## src/rtl/alu_arb_pkg.sv

```systemverilog
`default_nettype none
// ============================================================================
//  Module      : alu_arb_pkg
//  Description : Shared types and encodings for the ALU context arbiter:
//                arbiter state enum, flag layout {Z,S,C,V}, ALU function
//                codes and condition codes ([3:1] select, [0] negate).
//  Revision    : 1.0 - initial release
// ============================================================================
package alu_arb_pkg;

    localparam int FLAG_BITS = 4;
    localparam int FUNC_BITS = 4;
    localparam int COND_BITS = 4;

    // Flag bit positions inside a context word
    localparam int FLAG_Z = 3;
    localparam int FLAG_S = 2;
    localparam int FLAG_C = 1;
    localparam int FLAG_V = 0;

    // ALU function codes
    localparam logic [FUNC_BITS-1:0] OP_ALU_NOP = 4'h0;
    localparam logic [FUNC_BITS-1:0] OP_ALU_ADD = 4'h1;
    localparam logic [FUNC_BITS-1:0] OP_ALU_SUB = 4'h2;
    localparam logic [FUNC_BITS-1:0] OP_ALU_AND = 4'h3;
    localparam logic [FUNC_BITS-1:0] OP_ALU_OR  = 4'h4;
    localparam logic [FUNC_BITS-1:0] OP_ALU_XOR = 4'h5;

    // Condition codes: [3:1] selects the flag, [0] inverts the test.
    // C is a borrow after SUB, so "unsigned >=" is C clear.
    localparam logic [COND_BITS-1:0] COND_ALWAYS = 4'b0000;
    localparam logic [COND_BITS-1:0] COND_EQ     = 4'b0010;
    localparam logic [COND_BITS-1:0] COND_NE     = 4'b0011;
    localparam logic [COND_BITS-1:0] COND_ULT    = 4'b0100;
    localparam logic [COND_BITS-1:0] COND_UGE    = 4'b0101;
    localparam logic [COND_BITS-1:0] COND_NEG    = 4'b0110;
    localparam logic [COND_BITS-1:0] COND_POS    = 4'b0111;
    localparam logic [COND_BITS-1:0] COND_OVF    = 4'b1000;
    localparam logic [COND_BITS-1:0] COND_NOVF   = 4'b1001;

    // Operation sequencing: restore flags, execute, write flags back
    typedef enum logic [1:0] {
        IDLE = 2'd0,
        LOAD = 2'd1,
        EXEC = 2'd2,
        WB   = 2'd3
    } arb_state_e;

endpackage : alu_arb_pkg
`default_nettype wire

```

## src/rtl/rr_arbiter.sv

```systemverilog
`default_nettype none
// ============================================================================
//  Module      : rr_arbiter
//  Description : Combinational round-robin picker. Searches the request
//                vector starting one above last_grant, wrapping around, and
//                returns a one-hot grant plus the winning index.
//  Revision    : 1.0 - initial release
// ============================================================================
module rr_arbiter #(
    parameter int NUM_REQ  = 4,
    parameter int SEL_BITS = $clog2(NUM_REQ)
) (
    input  logic [NUM_REQ-1:0]  req_i,
    input  logic [SEL_BITS-1:0] last_grant_i,
    output logic [NUM_REQ-1:0]  grant_o,
    output logic [SEL_BITS-1:0] grant_idx_o,
    output logic                valid_o
);

    int                  cand;
    logic [SEL_BITS-1:0] cidx;

    // First requester after last_grant wins; last_grant itself is tried last
    always_comb begin
        grant_o     = '0;
        grant_idx_o = '0;
        valid_o     = 1'b0;
        cand        = 0;
        cidx        = '0;
        for (int k = 1; k <= NUM_REQ; k++) begin
            cand = int'(last_grant_i) + k;
            if (cand >= NUM_REQ) begin
                cand = cand - NUM_REQ;
            end
            cidx = cand[SEL_BITS-1:0];
            if (!valid_o && req_i[cidx]) begin
                valid_o     = 1'b1;
                grant_idx_o = cidx;
            end
        end
        grant_o[grant_idx_o] = valid_o;
    end

endmodule : rr_arbiter
`default_nettype wire

```

## src/rtl/alu_context_arbiter.sv

```systemverilog
`default_nettype none
// ============================================================================
//  Module      : alu_context_arbiter
//  Description : Shares one flag-holding ALU between NUM_REQ contexts. Each
//                context owns a private {Z,S,C,V} word; every granted op is
//                sequenced restore (LOAD) -> execute (EXEC) -> writeback (WB).
//                Optional macro ALU_ARB_SAME_CTX_BYPASS_EN skips LOAD when the
//                same context issues again and the ALU still holds its flags.
//  Revision    : 1.0 - initial release
// ============================================================================
module alu_context_arbiter
    import alu_arb_pkg::*;
#(
    parameter int DATA_BITS = 8,
    parameter int NUM_REQ   = 4,
    parameter int SEL_BITS  = $clog2(NUM_REQ)
) (
    input  logic                          clk_i,
    input  logic                          reset_i,
    // requester side
    input  logic [NUM_REQ-1:0]            req_valid_i,
    output logic [NUM_REQ-1:0]            req_ready_o,
    input  logic [NUM_REQ*DATA_BITS-1:0]  req_a_i,
    input  logic [NUM_REQ*DATA_BITS-1:0]  req_b_i,
    input  logic [NUM_REQ*FUNC_BITS-1:0]  req_func_i,
    input  logic [NUM_REQ*COND_BITS-1:0]  req_cond_i,
    input  logic [NUM_REQ-1:0]            req_upd_i,
    output logic [NUM_REQ-1:0]            resp_valid_o,
    output logic [DATA_BITS-1:0]          resp_data_o,
    output logic                          resp_cond_o,
    output logic [FLAG_BITS-1:0]          resp_flags_o,
    // scheduler context port
    input  logic                          ctx_wr_en_i,
    input  logic [SEL_BITS-1:0]           ctx_sel_i,
    input  logic [FLAG_BITS-1:0]          ctx_wr_flags_i,
    output logic [FLAG_BITS-1:0]          ctx_rd_flags_o,
    // ALU side
    output logic [DATA_BITS-1:0]          alu_a_o,
    output logic [DATA_BITS-1:0]          alu_b_o,
    output logic [FUNC_BITS-1:0]          alu_func_o,
    output logic [COND_BITS-1:0]          alu_cond_o,
    output logic                          alu_upd_flags_o,
    output logic                          alu_load_flags_o,
    output logic [FLAG_BITS-1:0]          alu_saved_flags_o,
    input  logic [DATA_BITS-1:0]          alu_out_i,
    input  logic                          alu_cond_holds_i,
    input  logic [FLAG_BITS-1:0]          alu_flags_i
);

    arb_state_e           state_q, state_d;
    logic [SEL_BITS-1:0]  last_grant_q;
    logic [SEL_BITS-1:0]  owner_q;
    logic [DATA_BITS-1:0] a_q, b_q;
    logic [FUNC_BITS-1:0] func_q;
    logic [COND_BITS-1:0] cond_q;
    logic                 upd_q;
    logic [FLAG_BITS-1:0] ctx_q [NUM_REQ];
    logic [DATA_BITS-1:0] resp_data_q;
    logic                 resp_cond_q;
    logic [FLAG_BITS-1:0] resp_flags_q;

    logic [NUM_REQ-1:0]   grant_oh;
    logic [SEL_BITS-1:0]  grant_idx;
    logic                 grant_vld;
    logic                 accept;
    logic                 bypass_hit;

    logic [DATA_BITS-1:0] req_a_arr    [NUM_REQ];
    logic [DATA_BITS-1:0] req_b_arr    [NUM_REQ];
    logic [FUNC_BITS-1:0] req_func_arr [NUM_REQ];
    logic [COND_BITS-1:0] req_cond_arr [NUM_REQ];

    for (genvar gi = 0; gi < NUM_REQ; gi++) begin : g_unpack
        assign req_a_arr[gi]    = req_a_i[gi*DATA_BITS +: DATA_BITS];
        assign req_b_arr[gi]    = req_b_i[gi*DATA_BITS +: DATA_BITS];
        assign req_func_arr[gi] = req_func_i[gi*FUNC_BITS +: FUNC_BITS];
        assign req_cond_arr[gi] = req_cond_i[gi*COND_BITS +: COND_BITS];
    end

    rr_arbiter #(
        .NUM_REQ  (NUM_REQ),
        .SEL_BITS (SEL_BITS)
    ) u_rr (
        .req_i        (req_valid_i),
        .last_grant_i (last_grant_q),
        .grant_o      (grant_oh),
        .grant_idx_o  (grant_idx),
        .valid_o      (grant_vld)
    );

`ifdef ALU_ARB_SAME_CTX_BYPASS_EN
    logic bypass_ok_q;

    // Bypass is safe only while the ALU flags still equal last owner's context
    always_ff @(posedge clk_i) begin
        if (reset_i) begin
            bypass_ok_q <= 1'b0;
        end else if (state_q == WB) begin
            bypass_ok_q <= 1'b1;
        end else if (ctx_wr_en_i && (ctx_sel_i == owner_q)) begin
            bypass_ok_q <= 1'b0;
        end
    end

    assign bypass_hit = bypass_ok_q && (grant_idx == owner_q);
`else
    assign bypass_hit = 1'b0;
`endif

    // State sequencing and combinational grant while idle
    always_comb begin
        state_d     = state_q;
        req_ready_o = '0;
        accept      = 1'b0;
        case (state_q)
            IDLE: begin
                if (grant_vld) begin
                    req_ready_o = grant_oh;
                    accept      = 1'b1;
                    state_d     = bypass_hit ? EXEC : LOAD;
                end
            end
            LOAD:    state_d = EXEC;
            EXEC:    state_d = WB;
            WB:      state_d = IDLE;
            default: state_d = IDLE;
        endcase
    end

    // ALU-side drive: each signal is live only in the state that uses it
    always_comb begin
        alu_a_o           = '0;
        alu_b_o           = '0;
        alu_func_o        = '0;
        alu_cond_o        = '0;
        alu_upd_flags_o   = 1'b0;
        alu_load_flags_o  = 1'b0;
        alu_saved_flags_o = '0;
        resp_valid_o      = '0;
        if (state_q == LOAD) begin
            alu_load_flags_o  = 1'b1;
            alu_saved_flags_o = ctx_q[owner_q];
        end
        if (state_q == EXEC) begin
            alu_a_o         = a_q;
            alu_b_o         = b_q;
            alu_func_o      = func_q;
            alu_cond_o      = cond_q;
            alu_upd_flags_o = upd_q;
        end
        resp_valid_o[owner_q] = (state_q == WB);
    end

    // Post-op flags are only live on the ALU during WB, so pass them through then
    assign resp_flags_o   = (state_q == WB) ? alu_flags_i : resp_flags_q;
    assign resp_data_o    = resp_data_q;
    assign resp_cond_o    = resp_cond_q;
    assign ctx_rd_flags_o = ctx_q[ctx_sel_i];

    // State register
    always_ff @(posedge clk_i) begin
        if (reset_i) begin
            state_q <= IDLE;
        end else begin
            state_q <= state_d;
        end
    end

    // Latch the winner's request at the accept edge and advance round-robin
    always_ff @(posedge clk_i) begin
        if (reset_i) begin
            last_grant_q <= SEL_BITS'(NUM_REQ - 1);
            owner_q      <= '0;
            a_q          <= '0;
            b_q          <= '0;
            func_q       <= '0;
            cond_q       <= '0;
            upd_q        <= 1'b0;
        end else if (accept) begin
            last_grant_q <= grant_idx;
            owner_q      <= grant_idx;
            a_q          <= req_a_arr[grant_idx];
            b_q          <= req_b_arr[grant_idx];
            func_q       <= req_func_arr[grant_idx];
            cond_q       <= req_cond_arr[grant_idx];
            upd_q        <= req_upd_i[grant_idx];
        end
    end

    // Capture result and pre-op condition at the end of EXEC, flags at WB
    always_ff @(posedge clk_i) begin
        if (reset_i) begin
            resp_data_q  <= '0;
            resp_cond_q  <= 1'b0;
            resp_flags_q <= '0;
        end else begin
            if (state_q == EXEC) begin
                resp_data_q <= alu_out_i;
                resp_cond_q <= alu_cond_holds_i;
            end
            if (state_q == WB) begin
                resp_flags_q <= alu_flags_i;
            end
        end
    end

    // Context file: scheduler writes, but the owner's writeback wins a collision
    always_ff @(posedge clk_i) begin
        if (reset_i) begin
            for (int i = 0; i < NUM_REQ; i++) begin
                ctx_q[i] <= '0;
            end
        end else begin
            if (ctx_wr_en_i) begin
                ctx_q[ctx_sel_i] <= ctx_wr_flags_i;
            end
            if (state_q == WB) begin
                ctx_q[owner_q] <= alu_flags_i;
            end
        end
    end

endmodule : alu_context_arbiter
`default_nettype wire

```

## config.mk

```make
export PLATFORM = sky130hd
export DESIGN_NAME = alu_context_arbiter
export DESIGN_NICKNAME = d
export VERILOG_FILES = /design/src/rtl/alu_arb_pkg.sv /design/src/rtl/rr_arbiter.sv /design/src/rtl/alu_context_arbiter.sv
export SDC_FILE = /design/constraint.sdc
export NUM_CORES = 1
export LEC_CHECK = 0
export BUFFER_PORTS_ARGS = -buffer_cell sky130_fd_sc_hd__buf_2
export CORE_MARGIN = 5
export CORE_UTILIZATION = 30
export DETAILED_ROUTE_END_ITERATION = 10
export HOLD_SLACK_MARGIN = 0.05
export PLACE_DENSITY = 0.65
export SLEW_MARGIN = 0
export SYNTH_ARGS = -nofsm -noshare
export SYNTH_HDL_FRONTEND = slang
export SYNTH_HIERARCHICAL = 1
export SYNTH_SLANG_ARGS = --single-unit
```

## constraint.sdc

```tcl
create_clock -name clk_i -period 2.2 [get_ports clk_i]
set_input_delay 0.11 -clock clk_i [delete_from_list [all_inputs] [get_ports clk_i]]
set_output_delay 0.11 -clock clk_i [all_outputs]
set_load 0.01 [all_outputs]
```

======== Word level (Yosys, flattened, before mapping) ========
Memory sizes are Yosys's and may differ from the RTL's. A register that Yosys moved wholly into a read port is not among the register bits.
Index checks and enable logic that the tools add are counted.
word-level totals
  register bits ........................... 44
  RAM bits ................................ 16
  output and inout bits ................... 55
  memories ................................ 1
  input port bits ......................... 126
  word-level logic and storage cells ...... 119
memory list
  name   words  width  rd ports  clocked after Yosys merged registers in  write ports  line                       source
  ctx_q  4      4      2         1                                        4            alu_context_arbiter.sv:57  logic [FLAG_BITS-1:0] ctx_q [NUM_REQ];
cells by class
  reductions and logical operators ........ 11
  magnitude comparators ................... 13
  bitwise operators ....................... 3
  add/sub/neg operators ................... 8
  equality and inequality tests ........... 4
  muxes and demuxes ....................... 68
operators by type and width
  operator                                                           number
  two-way mux 4 bit                                                  12
  two-way mux 8 bit                                                  6
  binary-select mux 8 bit (select 2 bit)                             2
  two-way mux 2 bit                                                  13
  two-way mux 1 bit                                                  25
  < comparator 2 x 3 -> 1 bit, second input constant                 6
  binary-select mux 4 bit (select 2 bit)                             2
  greater-or-equal comparator 3 bit, second input constant           4
  binary-select mux 1 bit (select 2 bit)                             5
  bitwise AND 4 bit                                                  2
  one-hot mux 2 bit (4 select lines)                                 1
  OR reduction 4 bit                                                 2
  subtractor 2 x 1 -> 2 bit, second input constant                   4
  adder 2 x 2 -> 3 bit, second input constant                        2
  logical AND 1 bit                                                  5
  adder 2 x 3 -> 4 bit, second input constant                        1
  demux 1 bit (select 2 bit)                                         2
  equality test 2 bit, second input constant                         2
  greater-or-equal comparator 2 x 1 -> 1 bit, second input constant  2
  greater-or-equal comparator 4 x 3 -> 1 bit, second input constant  1
  adder 2 x 1 -> 3 bit, second input constant                        1
  logical NOT 1 bit                                                  3
  NOT 2 -> 3 bit                                                     1
  equality test 2 x 1 -> 1 bit, second input constant                1
  other kinds (2)                                                    2

======== Logic depth before layout (Yosys ltp) ========
  depth after elaboration ................. 22
  depth in mapped cells ................... 9
  gate-level depth less buffers ........... 6

======== Hierarchy ========
The synthesis kept the hierarchy.
modules (own cells, without submodules)
  module               instances  cells an instance  area an instance (um^2)  seq. area each (um^2)
  alu_context_arbiter  1          329                3577.2                   1401.3
  rr_arbiter           1          27                 158.9                    0.0

======== Worst setup path before layout ========
Ideal clock, no wire load.
  kind .................................... reg-to-reg
  start ................................... reg last_grant_q[0]
  end ..................................... reg b_q[3]
  data required time ...................... 2.068 ns
  arrival ................................. 1.770 ns
  setup time .............................. 0.132 ns
  clock period less this slack ............ 1.903 ns
  stages on the path, launching flop included .. 9
  slack ................................... 0.297 ns
  path buffers ............................ 2
  cell sequence ........................... dfxtp_1 > and2b_2 > o21ai_0 > o311ai_0 > buf_6 > buf_12 > mux4_2 > nand3_1 > a21oi_1
between the ends
  word-level cells in the longest chain between the ends .. 19
  elaborated cells between the ends (all ways) .. 44
  those cells by class .................... add/sub: 8; order compare: 4; mux: 25; bitwise: 1; reduce/logical: 6
RTL lines
  what                                                                                   line                                source
  start: declaration                                                                     alu_context_arbiter.sv:51           logic [SEL_BITS-1:0] last_grant_q;
  start signal: assignment                                                               alu_context_arbiter.sv:172          last_grant_q <= SEL_BITS'(NUM_REQ - 1);
  start signal: assignment                                                               alu_context_arbiter.sv:180          last_grant_q <= grant_idx;
  adder 2 x 1 -> 3 bit                                                                   rr_arbiter.sv:31                    cand = int'(last_grant_i) + k;
  greater-or-equal comparator 3 bit / subtractor 2 x 1 -> 2 bit (equally long branches)  rr_arbiter.sv:32, rr_arbiter.sv:33
  two-way mux 2 bit                                                                      rr_arbiter.sv:32                    if (cand >= NUM_REQ) begin
  binary-select mux 1 bit (select 2 bit)                                                 rr_arbiter.sv:36                    if (!valid_o && req_i[cidx]) begin
  two-way mux 1 bit (implied by the code)                                                rr_arbiter.sv:36
  two-way mux 1 bit                                                                      rr_arbiter.sv:36
  logical NOT 1 bit                                                                      rr_arbiter.sv:36
  logical AND 1 bit                                                                      rr_arbiter.sv:36
  (+3 left out)                                                                          --
  two-way mux 1 bit                                                                      rr_arbiter.sv:36
  logical NOT 1 bit                                                                      rr_arbiter.sv:36
  logical AND 1 bit                                                                      rr_arbiter.sv:36
  two-way mux 2 bit *                                                                    rr_arbiter.sv:36
  net grant_idx[0]                                                                       alu_context_arbiter.sv:63           logic [SEL_BITS-1:0] grant_idx;
  NOT 2 -> 3 bit (implied by the code) *                                                 alu_context_arbiter.sv:183          b_q <= req_b_arr[grant_idx];
  binary-select mux 8 bit (select 2 bit) *                                               alu_context_arbiter.sv:183
  two-way mux 8 bit (implied by the code) * (2 in series)                                alu_context_arbiter.sv:183
  end signal: assignment                                                                 alu_context_arbiter.sv:183
  end: declaration                                                                       alu_context_arbiter.sv:53           logic [DATA_BITS-1:0] a_q, b_q;
Mark *: on every way through the listed nets, which the timed path passes. The rest lies on a longest branch. The select of a mux whose other input is x is not followed.
A chain may end at the register's enable or synchronous reset.

======== Final worst setup path ========
  start ................................... reg last_grant_q[0]
  end ..................................... reg cond_q[2]
between the ends
  word-level cells in the longest chain between the ends .. 19
  elaborated cells between the ends (all ways) .. 44
  those cells by class .................... add/sub: 8; order compare: 4; mux: 25; bitwise: 1; reduce/logical: 6
RTL lines
  what                                                                                   line                                source
  adder 2 x 1 -> 3 bit                                                                   rr_arbiter.sv:31
  greater-or-equal comparator 3 bit / subtractor 2 x 1 -> 2 bit (equally long branches)  rr_arbiter.sv:32, rr_arbiter.sv:33
  two-way mux 2 bit                                                                      rr_arbiter.sv:32
  binary-select mux 1 bit (select 2 bit)                                                 rr_arbiter.sv:36
  two-way mux 1 bit (implied by the code)                                                rr_arbiter.sv:36
  two-way mux 1 bit                                                                      rr_arbiter.sv:36
  logical NOT 1 bit                                                                      rr_arbiter.sv:36
  logical AND 1 bit                                                                      rr_arbiter.sv:36
  (+3 left out)                                                                          --
  two-way mux 1 bit                                                                      rr_arbiter.sv:36
  logical NOT 1 bit                                                                      rr_arbiter.sv:36
  logical AND 1 bit                                                                      rr_arbiter.sv:36
  two-way mux 2 bit *                                                                    rr_arbiter.sv:36
  net grant_idx[0]                                                                       alu_context_arbiter.sv:63
  NOT 2 -> 3 bit (implied by the code) *                                                 alu_context_arbiter.sv:185          cond_q <= req_cond_arr[grant_idx];
  binary-select mux 4 bit (select 2 bit) *                                               alu_context_arbiter.sv:185
  two-way mux 4 bit (implied by the code) * (2 in series)                                alu_context_arbiter.sv:185
  end signal: assignment                                                                 alu_context_arbiter.sv:185
  end: declaration                                                                       alu_context_arbiter.sv:55           logic [COND_BITS-1:0] cond_q;
Marked as above.

==> key figures <==
Status
  – Status: completed

Placed design
  – IO Port Bufs: 180
  – Routability Congestion: 0.867
  – HPWL Detailed: 9700 um
  – Area after DPL: 4780 sq um
  – Post-place setup slack: 0.0681 ns

Timing
  – Tmin final: 2.02 ns
  – Finish-stage setup viols: 0
  – RSZ-0062 raised after global routing: false
  – Post-route clock period utilization: 91.7%
  – Hold Violations, Final: 0
  – Layout Skew: 0.00726 ns
  – Slew Limit Fails: 0
  – Fmax: 0.496 GHz
  – Pin slew with the least headroom to its limit: 0.521 ns
  – Setup TNS: 0 ns
  – Worst rel slew slack: 65.1%
  – Final worst slack: approximately 0.18 ns

CTS
  – Clk buf depth: 2
  – Post-CTS repair timing setup buffer count: 0
  – Root buf cell: clkbuf_16
  – # H-tree levels: 3
  – CTS tree: yes
  – CTS Buf Count: 9
  – Clk slew on worst S/H paths: 0.06 ns
  – Clock Latency Late Sink: approximately 0.32 ns
  – Clock sinks: 62

Routing
  – Vias/cell: 5.00
  – Routed wire length: 12400 um
  – Vias: between 3000 and 4000
  – Drt first pass iters: 4
  – Final ANT Viol Nets: 0
  – DRT iter0 DRCs: 204
  – WL/cell: 17.5 um
  – DRC viols: 0

Global route
  – First-pass GRT wire length: 19100 um
  – Initial antenna violation count: 0
  – Largest net degree at the start of global routing: 36
  – Total congestion overflow: 0
  – Vias in the first global route: 3709
  – GRT Total Usage: 16.4%

Final layout
  – Layout Utilization: 42.7%
  – Multi-input gate area: 2130 sq um
  – Final Cell Area: ~5200 sq um
  – Commonest non-fill, non-tap cell in the layout: buf_2
  – Most frequent cells in the layout: buf_2 (180), dfxtp_1 (46), nand2_1 (35), nand3_1 (34), a21oi_1 (34)
  – Syn-to-layout area delta: 38.5%
  – Storage cell area: 1400 sq um
  – Nets@finish: 668
  – Fillcell total: roughly 1200
  – Layout cells sized above 1: 45.9%
  – N_diodes: 0

Floorplanning
  – Area of the core: 12100 sq um
  – Width of the chip: about 120 um
  – Area of the die: 14800 sq um
  – Initial core utilization: 30.8%
  – Io pins: 181
  – Die Ht: 122 um
  – # rows: 40

Pwr
  – Worst vdd ir: 0.363 mV
  – Lkg Pwr: ~2.4 nW
  – Pwr dens: 955 nW/um^2

Synth
  – Ys Warns: 6
  – Post-synth EDFFs: 16
  – Syn Nets: 487
  – Asr flop ratio synth: 0%
  – Netlist cell types: 42
  – Synthesized instance count: 356
  – Top_reg_cell synth: dfxtp_1
  – Syn Area/Cell: 10.5 sq um
  – Post-Syn Area: 3740 sq um
  – Synthesis-stage register bit count: 62
  – Post-synthesis sequential area ratio: 37.5%

Worst hold path
  – Worst hold path class: input port to flop

Critical path
  – Arrival time worst endpoint: roughly 2.2 ns
  – Setup crit end kind: flop
  – Crit Path Max Fanout: 19
  – Startpoint Class: flop
  – Required @ worst endpoint: ~2.4 ns
  – Setup CP Type: flop to flop

Job
  – Max-cap viol count: 0
[worst paths after layout]
kind | slack, ns | from | to | cells after the start
setup / recovery | 0.18 | last_grant_q[0] | cond_q[2] | 7
hold / removal | 0.15 | ctx_wr_flags_i[1] | ctx_q[1][1] | 2
setup reg to reg | 0.18 | last_grant_q[0] | cond_q[2] | 7
hold reg to reg | 0.45 | a_q[7] | a_q[7] | 2
[worst max-delay path: stages (launching register included)]
cell	delay [ns]
dfxtp_1	0.32
and2b_2	0.24
o21ai_0	0.12
o311ai_2	0.12
buf_6	0.30
mux4_1	0.59
nand3_1	0.11
a21oi_1	0.07
[report_power, final]
part           total (mW)  switching [mW]  leakage [nW]  internal (mW)
registers            1.58           0.153         0.543           1.43
clock network        1.40           0.520         0.138          0.877
logic                1.96            1.00          1.68          0.958
total                4.94            1.68          2.36           3.26
[final cells by class]
class,count,area share (%)
Multi-Input combinational cell,253,41.2
Sequential cell,62,27.1
Timing Repair Buffer,203,21.3
Clock buffer,9,4.35
Tap cell,168,4.06
Clock inverter,7,1.45
Inverter,8,0.580
[per-layer routing]
metal	routed length (um)	GRT usage, %
met5	0	0
met4	217	6.02
met3	798	3.11
met2	6340	28.8
met1	5070	20.0
[what timing repair did]
item,in CTS,in global routing
hold buffers,9,0
resized for setup,0,1
endpoints found under the setup margin,0,6
endpoints found under the hold margin,9,0
[Yosys cell counts (all sizes together) (2+ instances only)]
cell type,instances,area share (%)
a21oi,34,4.6
a311o,2,0.54
and2b,2,0.44
nor2b,4,0.67
and2,33,5.5
edfxtp,16,13
o21ai,5,0.67
dfxtp,46,25
clkbuf,13,1.3
mux4,33,20
nor2,18,1.8
a22o,6,1.4
and3b,2,0.47
nand2b,2,0.33
ha,5,1.7
nand2,35,3.5
a32o,7,1.9
a211oi,2,0.40
and3,5,0.84
nand3,34,4.6
nor4,2,0.90
buf,20,3.8
inv,8,0.80
mux2i,10,2.7
mux2,4,1.2
[stage by stage]
stage	power, mW	std cells	hold slack, ns
floorplan	2.98	356	0.257
global placement	3.50	685	0.346
detailed placement	3.58	685	0.356
CTS	5.00	710	0.130
global route	5.28	710	0.141
finish	4.94	710	0.152
[registers in the layout, indices dropped and copies added, names as in the netlist, named ones only]
| name | cells |
|---|---|
| resp_cond_o | 1 |
| owner_q | 2 |
| b_q | 8 |
| a_q | 8 |
| last_grant_q | 2 |
| ctx_q | 16 |
| upd_q | 1 |
| resp_flags_q | 4 |
| cond_q | 4 |
| func_q | 4 |
| resp_data_o | 8 |
| state_q | 2 |
[cells by family after synthesis]
| group | share of synthesized area, % |
|---|---|
| simple gates | 20.1 |
| fa+ha+maj | 1.67 |
| buf+inv | 5.96 |
| mux | 24.4 |
| compound gates | 10.4 |
| flops | 37.5 |
(Power assumes the default switching activity.)
